<file path="config.mk">
export PLATFORM = sky130hd
export DESIGN_NAME = flash_read_responder
export DESIGN_NICKNAME = d
export VERILOG_FILES = /design/src/rtl/flash_read_responder.sv
export SDC_FILE = /design/constraint.sdc
export NUM_CORES = 1
export LEC_CHECK = 0
export ABC_AREA = 0
export CORE_AREA = 2 2 112 81
export CTS_CLUSTER_DIAMETER = 150
export DETAILED_ROUTE_END_ITERATION = 7
export DIE_AREA = 0 0 114 83
export PLACE_DENSITY_LB_ADDON = 0.3
export SETUP_SLACK_MARGIN = 0.2
export SYNTH_ARGS = -nofsm -noshare
export SYNTH_HDL_FRONTEND = slang
export SYNTH_SLANG_ARGS = --single-unit
</file>
<file path="constraint.sdc">
create_clock -name clk -period 5 [get_ports clk]
set_clock_uncertainty 0.05 [all_clocks]
set_input_delay 1.25 -clock clk [delete_from_list [all_inputs] [get_ports clk]]
set_output_delay 1.25 -clock clk [all_outputs]
set_load 0.02 [all_outputs]
</file>
<file path="src/rtl/flash_read_responder.sv">
// Avalon-MM pipelined-read responder standing in for the flash controller.
// Optional stat_reads/stat_stalls counters under FLASH_READ_RESPONDER_STATS_EN.
module flash_read_responder #(
    parameter int ADDR_W       = 23,
    parameter int WAIT_STATES  = 2,
    parameter int READ_LATENCY = 3,
    parameter int MAX_PENDING  = 2
) (
    input  logic              clk,
    input  logic              rst,
    input  logic              flsh_read,
    input  logic [ADDR_W-1:0] flsh_address,
    input  logic [3:0]        flsh_byteenable,
    output logic              flsh_waitrequest,
    output logic [31:0]       flsh_readdata,
    output logic              flsh_readdatavalid
`ifdef FLASH_READ_RESPONDER_STATS_EN
    ,
    output logic [15:0]       stat_reads,
    output logic [15:0]       stat_stalls
`endif
);

    localparam int              PW   = (MAX_PENDING < 1) ? 1 : $clog2(MAX_PENDING + 1);
    localparam logic [3:0]      WS   = 4'(WAIT_STATES);
    localparam logic [PW-1:0]   MAXP = PW'(MAX_PENDING);

    logic [3:0]              wait_cnt;
    logic [PW-1:0]           pending;
    logic [READ_LATENCY-1:0] vld;
    logic [READ_LATENCY-1:0] vld_in;
    logic [31:0]             data [READ_LATENCY];
    logic                    accept;
    logic                    ret_next;
    logic [15:0]             a16;
    logic [31:0]             word;

    generate
        if (ADDR_W >= 16) begin : g_addr_trunc
            assign a16 = flsh_address[15:0];
            if (ADDR_W > 16) begin : g_addr_hi
                logic unused_addr_hi;
                assign unused_addr_hi = ^flsh_address[ADDR_W-1:16];
            end
        end else begin : g_addr_ext
            assign a16 = {{(16-ADDR_W){1'b0}}, flsh_address};
        end
    endgenerate

    // A slot counts as freed on the edge a word enters the output stage, so a
    // stalled read at the full boundary is accepted in the cycle that word returns.
    always_comb begin
        flsh_waitrequest = flsh_read && ((wait_cnt != WS) || (pending == MAXP));
        accept           = flsh_read && !flsh_waitrequest;
        word             = {a16, ~a16} & {{8{flsh_byteenable[3]}}, {8{flsh_byteenable[2]}},
                                          {8{flsh_byteenable[1]}}, {8{flsh_byteenable[0]}}};
        vld_in           = '0;
        vld_in[0]        = accept;
        for (int unsigned i = 1; i < READ_LATENCY; i++) begin
            vld_in[i] = vld[i-1];
        end
        ret_next         = vld_in[READ_LATENCY-1];
    end

    always_ff @(posedge clk or posedge rst) begin
        if (rst) begin
            wait_cnt <= '0;
        end else if (!flsh_read || accept) begin
            wait_cnt <= '0;
        end else if (wait_cnt < WS) begin
            wait_cnt <= wait_cnt + 4'd1;
        end
    end

    always_ff @(posedge clk or posedge rst) begin
        if (rst) begin
            pending <= '0;
        end else if (accept && !ret_next) begin
            pending <= pending + PW'(1);
        end else if (!accept && ret_next) begin
            pending <= pending - PW'(1);
        end
    end

    // Data stages advance only behind a valid word, so the last stage holds
    // the most recent return while readdatavalid is low.
    always_ff @(posedge clk or posedge rst) begin
        if (rst) begin
            vld <= '0;
            for (int unsigned i = 0; i < READ_LATENCY; i++) begin
                data[i] <= '0;
            end
        end else begin
            vld <= vld_in;
            if (accept) begin
                data[0] <= word;
            end
            for (int unsigned i = 1; i < READ_LATENCY; i++) begin
                if (vld[i-1]) begin
                    data[i] <= data[i-1];
                end
            end
        end
    end

    assign flsh_readdatavalid = vld[READ_LATENCY-1];
    assign flsh_readdata      = data[READ_LATENCY-1];

`ifdef FLASH_READ_RESPONDER_STATS_EN
    always_ff @(posedge clk or posedge rst) begin
        if (rst) begin
            stat_reads  <= '0;
            stat_stalls <= '0;
        end else begin
            if (accept && stat_reads != '1) begin
                stat_reads <= stat_reads + 16'd1;
            end
            if (flsh_read && flsh_waitrequest && stat_stalls != '1) begin
                stat_stalls <= stat_stalls + 16'd1;
            end
        end
    end
`endif

endmodule

</file>
==> impl_metrics.py <==
metrics = {
    "die": {
        "initial_core_util": 0.534,
        "fp.dieW_um": 114,
        "num_rows": 28,
        "dieArea_um2": 9460,
        "die_height_um": 83,
        "io_pins": 64,
        "core_region_area_um2": 8340,
    },
    "worst_setup_path": {
        "cp.arrival_ns": 2.77,
        "reg2reg_depth": 5,
        "path_cells": "clkdlybuf4s50_1 -> inv_1 -> a31oi_1 -> clkdlybuf4s50_1",
        "rr_endpoint": "data[79]$_DFFE_PP0P_",
        "crit-reg2reg-launch": "wait_cnt[0]$_DFFE_PP0P_",
        "worst-r2r-setup-slack_ns": 3.18,
        "crit_path_frequent_cell": "clkdlybuf4s50_1",
        "start_kind": "input port",
        "crit_start": "flsh_read",
        "cpMaxStageDelayCell": "clkdlybuf4s50_1",
        "slowest_delay_ns": 0.67,
        "cp_max_fo": 4,
        "crit_type": "input port to primary output",
        "end_kind": "primary output",
        "cp-endpoint": "flsh_waitrequest",
        "cp.required_ns": 3.70,
    },
    "status": {
        "outcome": "finished, final reports clean",
    },
    "cts": {
        "cts_max_level": 3,
        "clk_latency_ns": 0.34,
        "clkTransAtPathRegs_ns": 0.07,
        "clock_path_buffers": 2,
        "holdBufCountCts": 0,
        "numCtsBuffers": 9,
        "cts.repair.resized": 0,
        "tritoncts": "yes",
        "post-cts-setup-buffer-count": 0,
        "root_buffer": "clkbuf_16",
        "cts_sinks": 105,
    },
    "timing": {
        "drv_slew": 0,
        "fin_crit_sh": 0.814,
        "rsz0062_at_grt": "no",
        "worst_slew_pin_slew_ns": 1.06,
        "hold_viol": 0,
        "max_freq_ghz": 0.246,
        "slew_headroom": 0.292,
        "setup_viol": 0,
        "fin_crit_ns": 4.07,
        "tns_ns": 0,
    },
    "grt": {
        "grtUsageMet2": 0.247,
        "gr-usage-met1": 0.240,
        "gr-total-overflow": 0,
        "grt_antenna_before_repair": 0,
        "use_met3": 0.0467,
        "track_usage": 0.166,
        "grt_pass1_vias": 2388,
        "busiest_layer": "met2",
        "grt_max_degree": 91,
        "grt_pass1_wl_mm": 12.2,
    },
    "yosys": {
        "synthTopCellsByArea": "dfrtp_1, mux2_2, buf_4",
        "synth_nets": 351,
        "ys_ff_latch": 105,
        "synthArstFlopShare": 1.00,
        "ys_types": 25,
        "synth_top_area_share": 0.590,
        "synth.most_common_cell": "dfrtp_1",
        "syn_area_per_cell_um2": 14.0,
        "yosys.area.top_type": "dfrtp_1",
        "syn_inst": 318,
        "synth_edf_count": 0,
        "yosysSeqAreaShare": 0.590,
        "ys_warn_count": 0,
        "synth_area_um2": 4460,
        "synth_ff_type": "dfrtp_1",
        "yosys-top-cells-count": "dfrtp_1, mux2_2, buf_4, inv_1",
    },
    "place": {
        "place_inst": 438,
        "io_buffers": 56,
        "dpl.hpwl_mm": 4.65,
        "gp_congestion": 0.766,
        "placed_cell_area_um2": 4860,
    },
    "route": {
        "viasPerCell": 5.01,
        "vias": 2276,
        "drt_pass1_iterations": 4,
        "ant_nets": 0,
        "drtIter0Drc": 96,
        "drc": 0,
        "drt-total-wl_mm": 7.35,
        "wl_per_cell_um": 16.2,
    },
    "cells_and_area": {
        "fin_util": 0.622,
        "fin_area_um2": 5190,
        "multi_input_area_um2": 1430,
        "drive_gt1_frac": 0.292,
        "area_growth_syn_to_layout_pct": 16.5,
        "nFillCells": 654,
        "stdcell_count": 454,
        "diodes": 0,
        "seqCellArea_um2": 2630,
        "nNetsFinal": 377,
    },
    "flow_run": {
        "drv_cap": 0,
    },
    "power": {
        "p_total_mw": 3.28,
        "powerDensity_nw_per_um2": 633,
        "p_leak_nw": 2.52,
        "ir_drop_mv": 0.300,
    },
    "worst_hold_path": {
        "hp-class": "register to register",
    },
}
## sequential cells by signal, summed over array words and instances (netlist names)
signal,cells
data,64
flsh_readdata,32
wait_cnt,4
vld,3
pending,2
## layout by cell type (no fill, tap or decap), drive strengths merged
cell type	instances
dfrtp	105
mux2	80
clkdlybuf4s50	56
inv	24
nand2	16
mux2i	16
nor2b	16
clkbuf	9
buf	4
ha	3
xor2	2
and2	2
xnor2	2
nor3	2
o21a	2
bufinv	2
nor2	2
clkinv	2
nand2b	1
nand4	1
a31oi	1
nor3b	1
## metal layers
metal | share of wire | wire (um)
met2 | 0.45 | 3330
met3 | 0.035 | 259
met5 | 0 | 0
met4 | 0.013 | 99
met1 | 0.50 | 3660
## how the worst min path moves through the flow
stage | startpoint | to | slack [ns] | cells past startpoint
2_1_floorplan | vld[0]$_DFF_PP0_ | vld[1]$_DFF_PP0_ | 0.30 | 0
3_3_place_gp | data[57]$_DFFE_PP0P_ | data[57]$_DFFE_PP0P_ | 0.41 | 1
3_5_place_dp | data[89]$_DFFE_PP0P_ | data[57]$_DFFE_PP0P_ | 0.43 | 1
4_1_cts | data[58]$_DFFE_PP0P_ | data[58]$_DFFE_PP0P_ | 0.45 | 1
5_1_grt | data[89]$_DFFE_PP0P_ | data[57]$_DFFE_PP0P_ | 0.46 | 1
6_report | data[90]$_DFFE_PP0P_ | data[58]$_DFFE_PP0P_ | 0.45 | 1
## logic make-up after synthesis
logic type / Yosys count / synth area share
AND/OR/NAND/NOR: 41 / 0.0517
XOR/XNOR: 4 / 0.00786
AO/OA/AOI/OAI: 3 / 0.00477
buffers and inverters: 66 / 0.0885
multiplexers: 96 / 0.249
flip-flops: 105 / 0.590
adder cells (fa/ha/maj): 3 / 0.00843
## cell type report
cell class | instances | share of cell area
Timing Repair Buffer | 60 | 0.114
Tap cell | 105 | 0.0253
Sequential cell | 105 | 0.506
Clock buffer | 9 | 0.0434
Clock inverter | 7 | 0.0193
Inverter | 21 | 0.0157
Multi-Input combinational cell | 147 | 0.276
## power by group
group	internal, mW	total [mW]	switching (mW)
clock network	0.444	0.761	0.316
logic	0.622	1.08	0.457
registers	1.23	1.44	0.214
## critical path: cells and delay by family
kind                   cells  cell delay [ns]
buffers and inverters      3             1.25
AOI/OAI and AO/OA          1             0.26
## per-stage QoR
| step | hold slack, ns | setup slack, ns |
|---|---|---|
| 4_1_cts | 0.447 | 0.931 |
| 6_report | 0.446 | 0.930 |
| 3_3_place_gp | 0.414 | 0.943 |
| 2_1_floorplan | 0.302 | 0.939 |
| 5_1_grt | 0.457 | 0.828 |
| 3_5_place_dp | 0.427 | 0.939 |
No activity file was read; power rests on OpenSTA's default activity.
